[config.mk]
export PLATFORM = sky130hd
export DESIGN_NAME = mandel_view_ctrl
export DESIGN_NICKNAME = d
export VERILOG_FILES = /design/src/rtl/mandel_view_ctrl.sv
export SDC_FILE = /design/constraint.sdc
export NUM_CORES = 1
export LEC_CHECK = 0
export BUFFER_PORTS_ARGS = -buffer_cell sky130_fd_sc_hd__buf_4
export CAP_MARGIN = 20
export CORE_MARGIN = 5
export CORE_UTILIZATION = 57
export DETAILED_ROUTE_END_ITERATION = 12
export PLACE_DENSITY_LB_ADDON = 0.05
export SKIP_LAST_GASP = 1
export SLEW_MARGIN = 20
export SYNTH_ARGS = -nofsm -noshare
export SYNTH_HDL_FRONTEND = slang
export SYNTH_SLANG_ARGS = --single-unit
[constraint.sdc]
create_clock -name Clk -period 8.5 [get_ports Clk]
set_clock_uncertainty 0.1 [all_clocks]
set_input_delay 1.275 -clock Clk [delete_from_list [all_inputs] [get_ports Clk]]
set_output_delay 1.275 -clock Clk [all_outputs]
set_load 0.005 [all_outputs]
[src/rtl/mandel_view_ctrl.sv]
// mandel_view_ctrl: turns debounced button levels into Mandelbrot view updates and render-start pulses
//   Clk                 rising-edge system clock
//   Reset               synchronous active-high reset
//   BtnUp/Down/Left/Right/ZoomIn/ZoomOut  debounced button levels, active high
//   RenderBusy          high while the renderer is drawing a frame
//   CenterX, CenterY    signed Q4.28 view centre (real, imaginary)
//   ZoomLevel           current zoom level, 0..MAX_ZOOM
//   StartRender         one-cycle pulse requesting a new frame
// Optional build macro AUTO_REPEAT_EN adds auto-repeat for held pan buttons.
module mandel_view_ctrl #(
    parameter int                 COORD_W     = 32,
    parameter int                 ZOOM_W      = 5,
    parameter int                 MAX_ZOOM    = 24,
    parameter logic [COORD_W-1:0] STEP_BASE   = 32'h0200_0000,
    parameter logic [COORD_W-1:0] COORD_LIMIT = 32'h2000_0000,
    parameter logic [COORD_W-1:0] INIT_X      = 32'hF800_0000,
    parameter logic [COORD_W-1:0] INIT_Y      = 32'h0000_0000
`ifdef AUTO_REPEAT_EN
    ,
    parameter int                 HOLD_CYCLES   = 25000000,
    parameter int                 REPEAT_CYCLES = 5000000
`endif
) (
    input  logic               Clk,
    input  logic               Reset,
    input  logic               BtnUp,
    input  logic               BtnDown,
    input  logic               BtnLeft,
    input  logic               BtnRight,
    input  logic               BtnZoomIn,
    input  logic               BtnZoomOut,
    input  logic               RenderBusy,
    output logic [COORD_W-1:0] CenterX,
    output logic [COORD_W-1:0] CenterY,
    output logic [ZOOM_W-1:0]  ZoomLevel,
    output logic               StartRender
);
    typedef enum logic [1:0] {IDLE, UPDATE, START, WAIT} state_t;

    localparam logic signed [COORD_W:0] LIM  = {1'b0, COORD_LIMIT};
    localparam logic [ZOOM_W-1:0]       ZMAX = ZOOM_W'(MAX_ZOOM);

    state_t state, state_nx;
    // Bit order doubles as priority: bit 0 (ZoomIn) is highest.
    logic [5:0] btn, hist, syn, edges, pend, req, win, act;
    logic [COORD_W-1:0] step, cur;
    logic signed [COORD_W:0] sum, sat;

    assign btn   = {BtnRight, BtnLeft, BtnDown, BtnUp, BtnZoomOut, BtnZoomIn};
    assign edges = (btn & ~hist) | syn;
    assign req   = edges | pend;
    // Isolate the lowest set bit, i.e. the highest-priority request.
    assign win   = req & (~req + 6'd1);

`ifdef AUTO_REPEAT_EN
    localparam int CW = $clog2((HOLD_CYCLES > REPEAT_CYCLES ? HOLD_CYCLES : REPEAT_CYCLES) + 1);

    logic [3:0]    held, sel, sel_q;
    logic [CW-1:0] cnt;
    logic          rep, fire;

    // One shared counter follows the highest-priority held pan button.
    assign held = btn[5:2];
    assign sel  = held & (~held + 4'd1);
    assign fire = (|sel) && (sel == sel_q) &&
                  (cnt == CW'(rep ? REPEAT_CYCLES - 1 : HOLD_CYCLES - 1));
    assign syn  = fire ? {sel, 2'b00} : 6'd0;

    always_ff @(posedge Clk) begin
        if (Reset || !(|sel) || sel != sel_q) begin
            cnt   <= '0;
            rep   <= 1'b0;
            sel_q <= Reset ? 4'd0 : sel;
        end else if (fire) begin
            cnt <= '0;
            rep <= 1'b1;
        end else begin
            cnt <= cnt + 1'b1;
        end
    end
`else
    assign syn = 6'd0;
`endif

    always_comb begin
        state_nx = state;
        case (state)
            IDLE:    state_nx = |req ? UPDATE : IDLE;
            UPDATE:  state_nx = START;
            START:   state_nx = WAIT;
            default: state_nx = RenderBusy ? WAIT : IDLE;
        endcase
    end

    // Pan arithmetic is one bit wider than the coordinate so the clamp sees true overflow.
    always_comb begin
        step = STEP_BASE >> ZoomLevel;
        cur  = (act[2] | act[3]) ? CenterY : CenterX;
        sum  = (act[3] | act[4]) ? {cur[COORD_W-1], cur} - {1'b0, step}
                                 : {cur[COORD_W-1], cur} + {1'b0, step};
        sat  = sum > LIM ? LIM : (sum < -LIM ? -LIM : sum);
    end

    // Reset parks the FSM in START so the first frame is requested right after release.
    assign StartRender = (state == START) && !Reset;

    always_ff @(posedge Clk) begin
        if (Reset) begin
            state     <= START;
            hist      <= '0;
            pend      <= '0;
            act       <= '0;
            CenterX   <= INIT_X;
            CenterY   <= INIT_Y;
            ZoomLevel <= '0;
        end else begin
            state <= state_nx;
            hist  <= btn;
            pend  <= state == IDLE ? 6'd0 : pend | edges;
            if (state == IDLE)
                act <= win;
            if (state == UPDATE) begin
                if (act[0])
                    ZoomLevel <= ZoomLevel == ZMAX ? ZoomLevel : ZoomLevel + 1'b1;
                if (act[1])
                    ZoomLevel <= ZoomLevel == '0 ? ZoomLevel : ZoomLevel - 1'b1;
                if (act[2] | act[3])
                    CenterY <= sat[COORD_W-1:0];
                if (act[4] | act[5])
                    CenterX <= sat[COORD_W-1:0];
            end
        end
    end
endmodule

=== Yosys cells after proc, flatten, opt, wreduce, memory -nomap -nowiden ===
Cells that the tools add are included.

* Word-level logic and storage cells: 49
* Register bits: 89
* Bits of input ports: 9
* Output and inout port bits: 70

* Order comparisons: 2
* Bitwise logic cells: 8
* Shift-type cells: 1
* Reduce and logical (&&, ||, !) cells: 10
* $add $sub $neg: 5
* Mux-type cells: 11
* Equal/unequal tests: 5

{| class="wikitable"
|+ Operators by type and width
! cell !! number
|-
| 32-bit two-way mux || 3
|-
| 33-bit by 32-bit adder with 33-bit output || 1
|-
| 33-bit by 31-bit > comparator with 1-bit output (second input constant) || 1
|-
| 33-bit by 30-bit < comparator with 1-bit output (second input constant) || 1
|-
| 33-bit two-way mux || 1
|-
| 33-bit by 32-bit subtractor with 33-bit output || 1
|-
| 26-bit by 5-bit right shift with 32-bit output (first input constant) || 1
|-
| 5-bit two-way mux || 4
|-
| 6-bit bitwise AND || 2
|-
| 6-bit inverter || 2
|-
| 6-bit by 1-bit adder with 6-bit output (second input constant) || 1
|-
| 6-bit bitwise OR || 1
|-
| 2-bit one-hot mux with 3 select lines || 1
|-
| 6-bit OR reduction || 1
|-
| 5-bit by 1-bit adder with 5-bit output (second input constant) || 1
|-
| 5-bit == test (second input constant) || 1
|-
| 5-bit logical NOT || 1
|-
| 5-bit by 1-bit subtractor with 5-bit output (second input constant) || 1
|-
| 2-bit != test (second input constant) || 2
|-
| 2-bit AND reduction || 2
|-
| 4-bit AND reduction || 1
|-
| 1-bit bitwise OR || 3
|-
| 2-bit by 1-bit == test with 1-bit output (second input constant) || 1
|-
| 2-bit == test (second input constant) || 1
|-
| other kinds (7) || 7
|}

=== Logic depth before layout (Yosys ltp) ===
* Depth after elaboration: 7
* Gate-level depth with buffers: 24
* Gate-level depth less buffers: 21

=== Least setup slack after synthesis ===
OpenSTA, ideal clock, no wires.

* Path type: reg-to-reg
* Start point: register ZoomLevel[3]
* End point: register CenterY[28]
* Required time: 8.329 ns
* Arrival: 4.780 ns
* Slack: 3.549 ns
* Period minus slack after synthesis: 4.951 ns
* Cell stages (with the launch flop): 23
* Path buffers: 6
* Setup time: 0.071 ns
* Cell sequence: dfxtp_1 clkbuf_1 clkbuf_1 clkbuf_1 nand4_1 ha_1 clkbuf_1 nor2_1 mux2i_1 o311ai_0 ha_1 nand2_1 o2111ai_1 a221oi_2 nand2b_1 o31ai_1 a41oi_1 or4_1 o22ai_2 buf_6 buf_6 nand3_2 a21oi_1

* Cells in the longest elaborated chain, start to end: 6
* Elaborated cells between the ends (all ways): 8
* Classes of those cells: add/sub: 2; order compare: 2; shift: 1; mux: 3

{| class="wikitable"
|+ Ends and longest elaborated chain
! item !! line !! source
|-
| start: declaration || 35 || <nowiki>output logic [ZOOM_W-1:0] ZoomLevel,</nowiki>
|-
| start signal: assignment || 124 || <nowiki>ZoomLevel <= ZoomLevel == ZMAX ? ZoomLevel : ZoomLevel + 1'b1;</nowiki>
|-
| start signal: assignment || 126 || <nowiki>ZoomLevel <= ZoomLevel == '0 ? ZoomLevel : ZoomLevel - 1'b1;</nowiki>
|-
| 26-bit by 5-bit right shift with 32-bit output (*) || 97 || <nowiki>step = STEP_BASE >> ZoomLevel;</nowiki>
|-
| 33-bit by 32-bit adder with 33-bit output or 33-bit by 32-bit subtractor with 33-bit output (tied branches) || 100, 99 ||
|-
| 33-bit two-way mux (*) || 99 || <nowiki>sum = (act[3] | act[4]) ? {cur[COORD_W-1], cur} - {1'b0, step}</nowiki>
|-
| 33-bit by 30-bit < comparator with 1-bit output || 101 || <nowiki>sat = sum > LIM ? LIM : (sum < -LIM ? -LIM : sum);</nowiki>
|-
| 32-bit two-way mux || 101 ||
|-
| 32-bit two-way mux (*) || 101 ||
|-
| end signal: assignment || 128 || <nowiki>CenterY <= sat[COORD_W-1:0];</nowiki>
|-
| end: declaration || 34 || <nowiki>output logic [COORD_W-1:0] CenterY,</nowiki>
|}

Mark *: on every way between the ends. The rest lies on a longest branch, timed or not.
A chain may end at the register's enable or synchronous reset.

=== Worst setup path in the final report ===
* Start point: register ZoomLevel[1]
* End point: register CenterY[19]

The elaborated chain is that of the path after synthesis.

==> flow_summary.toml <==
[clocking]
cts-buffers-inserted = 9
holdBufCountCts = 0
numClockSinks = 89
postCtsResizedCells = 0
cts_root_buf = "clkbuf_8"
clk_path_buf_depth = 2
clock_latency_ps = 380
cts_tree = "yes"
clk_pin_slew_ps = 100
postCtsSetupRepairBufs = 0
h-tree-depth = 3

[global_route]
antenna_found_initial = 0
grt.overflow.total = 0
grt_pass1_vias = 5771
grt_max_degree = 50
grt_pass1_wl_mm = 28.8
grt_usage_pct = 27.3

[placement]
dp.final_hpwl_mm = 13.6
dp_cells = 936
gp_congestion = 1.00
dpl_cell_area_sq_um = 6880
portBuffers = 78

[critical_path]
slowest_stage = "dfxtp_1"
crit_buf_inv = 3
r2r-end = "CenterY[19]"
end_kind = "register"
crit_required_ps = 8740
worstSetupStartpointType = "register"
path_cells = "inv_1 -> nand2_1 -> nor2_1 -> nand3_1 -> ha_1 -> inv_1 -> nand2_1 -> o22ai_1 -> nand2_1 -> nand4_1 -> ha_1 -> nand4_1 -> nor2_1 -> nand2_1 -> o41ai_1 -> o21ai_1 -> xnor2_1 -> or4_1 -> o22ai_4 -> buf_4 -> nor3b_1 -> a22o_1"
critical_path_arrival_ps = 6850
cp.depth = 22
r2r_slack_ps = 1890
critical-path-max-stage-delay_ps = 820
reg2reg_depth = 22
cp_common_cell = "nand2_1"
criticalPathCategory = "register to register"
critPathMaxFanout = 49
crit_family = "simple AND/OR/NAND/NOR gates"
timing.rr.start = "ZoomLevel[1]"

[final_layout]
fin_area_sq_um = 7060
nFillCells = 947
antenna_cells = 0
final_util_pct = 65.4
area_growth_syn_to_layout_pct = 13.0
layout.nets = 858
drive_above_1_share_pct = 19.5
final_cells = 951

[logic_synthesis]
netlist_instances = 757
ys_ff_latch = 89
synthTopCellsByCount = "dfxtp_1, a21oi_1, nor2_1"
avgSynthCellArea_sq_um = 8.25
synthArstFlopShare_pct = 0
post-synth-top-count-cell = "dfxtp_1"
syn_nets = 808
synth_warnings = 0
synth_top_cell_area_share_pct = 28.5
mappedNetlistArea_sq_um = 6250
synth_edf_count = 0
yosysTopAreaCell = "dfxtp_1"
yosysSeqAreaShare_pct = 28.5
ys.flop_type = "dfxtp_1"
synthTopCellsByArea = "dfxtp_1, ha_1, a32o_1"
netlist-cell-type-count = 72

[routing]
drt.antenna.violating_nets = 0
drt_iter0_drc = 575
vias = 6151
drt_wl_total_mm = 18.1
post_drt_via_cell_ratio = 6.47
dr.pass1.iters = 5
drc = 0
wire_per_inst_microns = 19.0

[worst_hold_path]
holdCritStartpoint = "CenterY[7]"
hold_path_depth = 2
min_to = "CenterY[7]"
hp-class = "register to register"

[power]
p_leak_nw = 3.07
powerDensity_nw_per_um2 = 144
intPower_w = 0.000640
combinationalPowerShare_pct = 29.4
ir_drop_v = 0.000142
pwr-share-clk_pct = 26.9
p_sw_w = 0.000378
switching_share_pct = 37.1
p_seq_share_pct = 43.8

[timing]
setup_tns_ps = 0
slew_headroom_pct = 39.2
maxSlewViolCount = 0
whs_ps = 380
setup_viol = 0
fmax_mhz = 151
layout_min_cycle_time_ps = 6610
rsz0062_at_grt = "no"
tightest_slew_ps = 910
fin_crit_sh_pct = 77.8
hold_viol = 0

[job]
drv_cap = 0

[status]
status = "finished clean"

[floorplanning]
die_width_microns = 115
dieArea_sq_um = 13200
die_y_microns = 115
rows = 38
start_util_pct = 57.9
core_sq_um = 10800
io_pins = 79
==> tightest hold or removal path, stage by stage (launching register included) <==
cell and delay [ps]:
dfxtp_1 350, nand2_1 60, nand2_1 40
==> cell families after synthesis <==
group	Yosys count	share of synthesized area, %
AO/OA/AOI/OAI	256	29.3
AND/OR/NAND/NOR	226	17.4
flip-flops	89	28.5
buffers and inverters	74	5.01
adder cells (fa/ha/maj)	42	8.65
multiplexers	37	6.51
XOR/XNOR	33	4.63
==> metal layers <==
metal	up-vias	GRT usage (%)	wire length, microns
li1	2909	-	-
met2	291	46.1	8620
met4	0	8.45	334
met3	32	5.71	1370
met5	-	0	0
met1	2919	34.9	7760
==> power groups by stage <==
stage                     clock [W]  combinational (W)  sequential (W)
after floorplan                   0           0.000260        0.000449
after global placement            0           0.000282        0.000454
after detailed placement          0           0.000293        0.000455
after CTS                  0.000281           0.000294        0.000445
after global routing       0.000301           0.000322        0.000448
final                      0.000273           0.000299        0.000445
==> area by class of cell <==
type	count	area [sq um]	area share, %
tap	140	175	2.48
timing repair buffer	90	676	9.57
clock buffer	9	124	1.75
clock inverter	6	52.6	0.744
multi-input combinational	594	4160	59.0
inverter	23	86.3	1.22
sequential	89	1780	25.2
==> layout by cell type, fill, tap and decap left out, drive strengths merged, types with 6 or more instances in the layout <==
cell,count
a21oi,66
ha,40
xor2,12
a211oi,8
nand4,9
nor3,15
clkbuf,9
nor2,65
mux2i,8
o21a,8
a31oi,11
nand3,15
o21ai,47
dfxtp,89
mux2,29
a22oi,7
or2,10
a22o,6
nand2,64
and2,6
inv,26
o21bai,6
o22ai,6
nand2b,11
buf,90
xnor2,21
a21o,8
a32o,43
nor2b,13
==> through the flow <==
stage               total power, W  worst slack, ps
finish                     0.00102             1890
global route               0.00107             1460
CTS                        0.00102             2020
global placement          0.000736             2330
detailed placement        0.000748             2050
floorplan                 0.000710             3550
==> flip-flops by register name (all words and copies together), names as in the netlist <==
signal	cells
CenterX	32
CenterY	32
act	6
hist	6
pend	6
ZoomLevel	5
state	2
==> worst max path at each step <==
stage	to	slack (ps)	start
2_1_floorplan	CenterY[28]	3550	ZoomLevel[3]
3_3_place_gp	CenterY[19]	2330	ZoomLevel[1]
3_5_place_dp	CenterY[19]	2050	ZoomLevel[2]
4_1_cts	CenterY[19]	2020	ZoomLevel[2]
5_1_grt	CenterY[19]	1460	ZoomLevel[1]
6_report	CenterY[19]	1890	ZoomLevel[1]
Note: power is estimated with default switching activity, not from simulation.
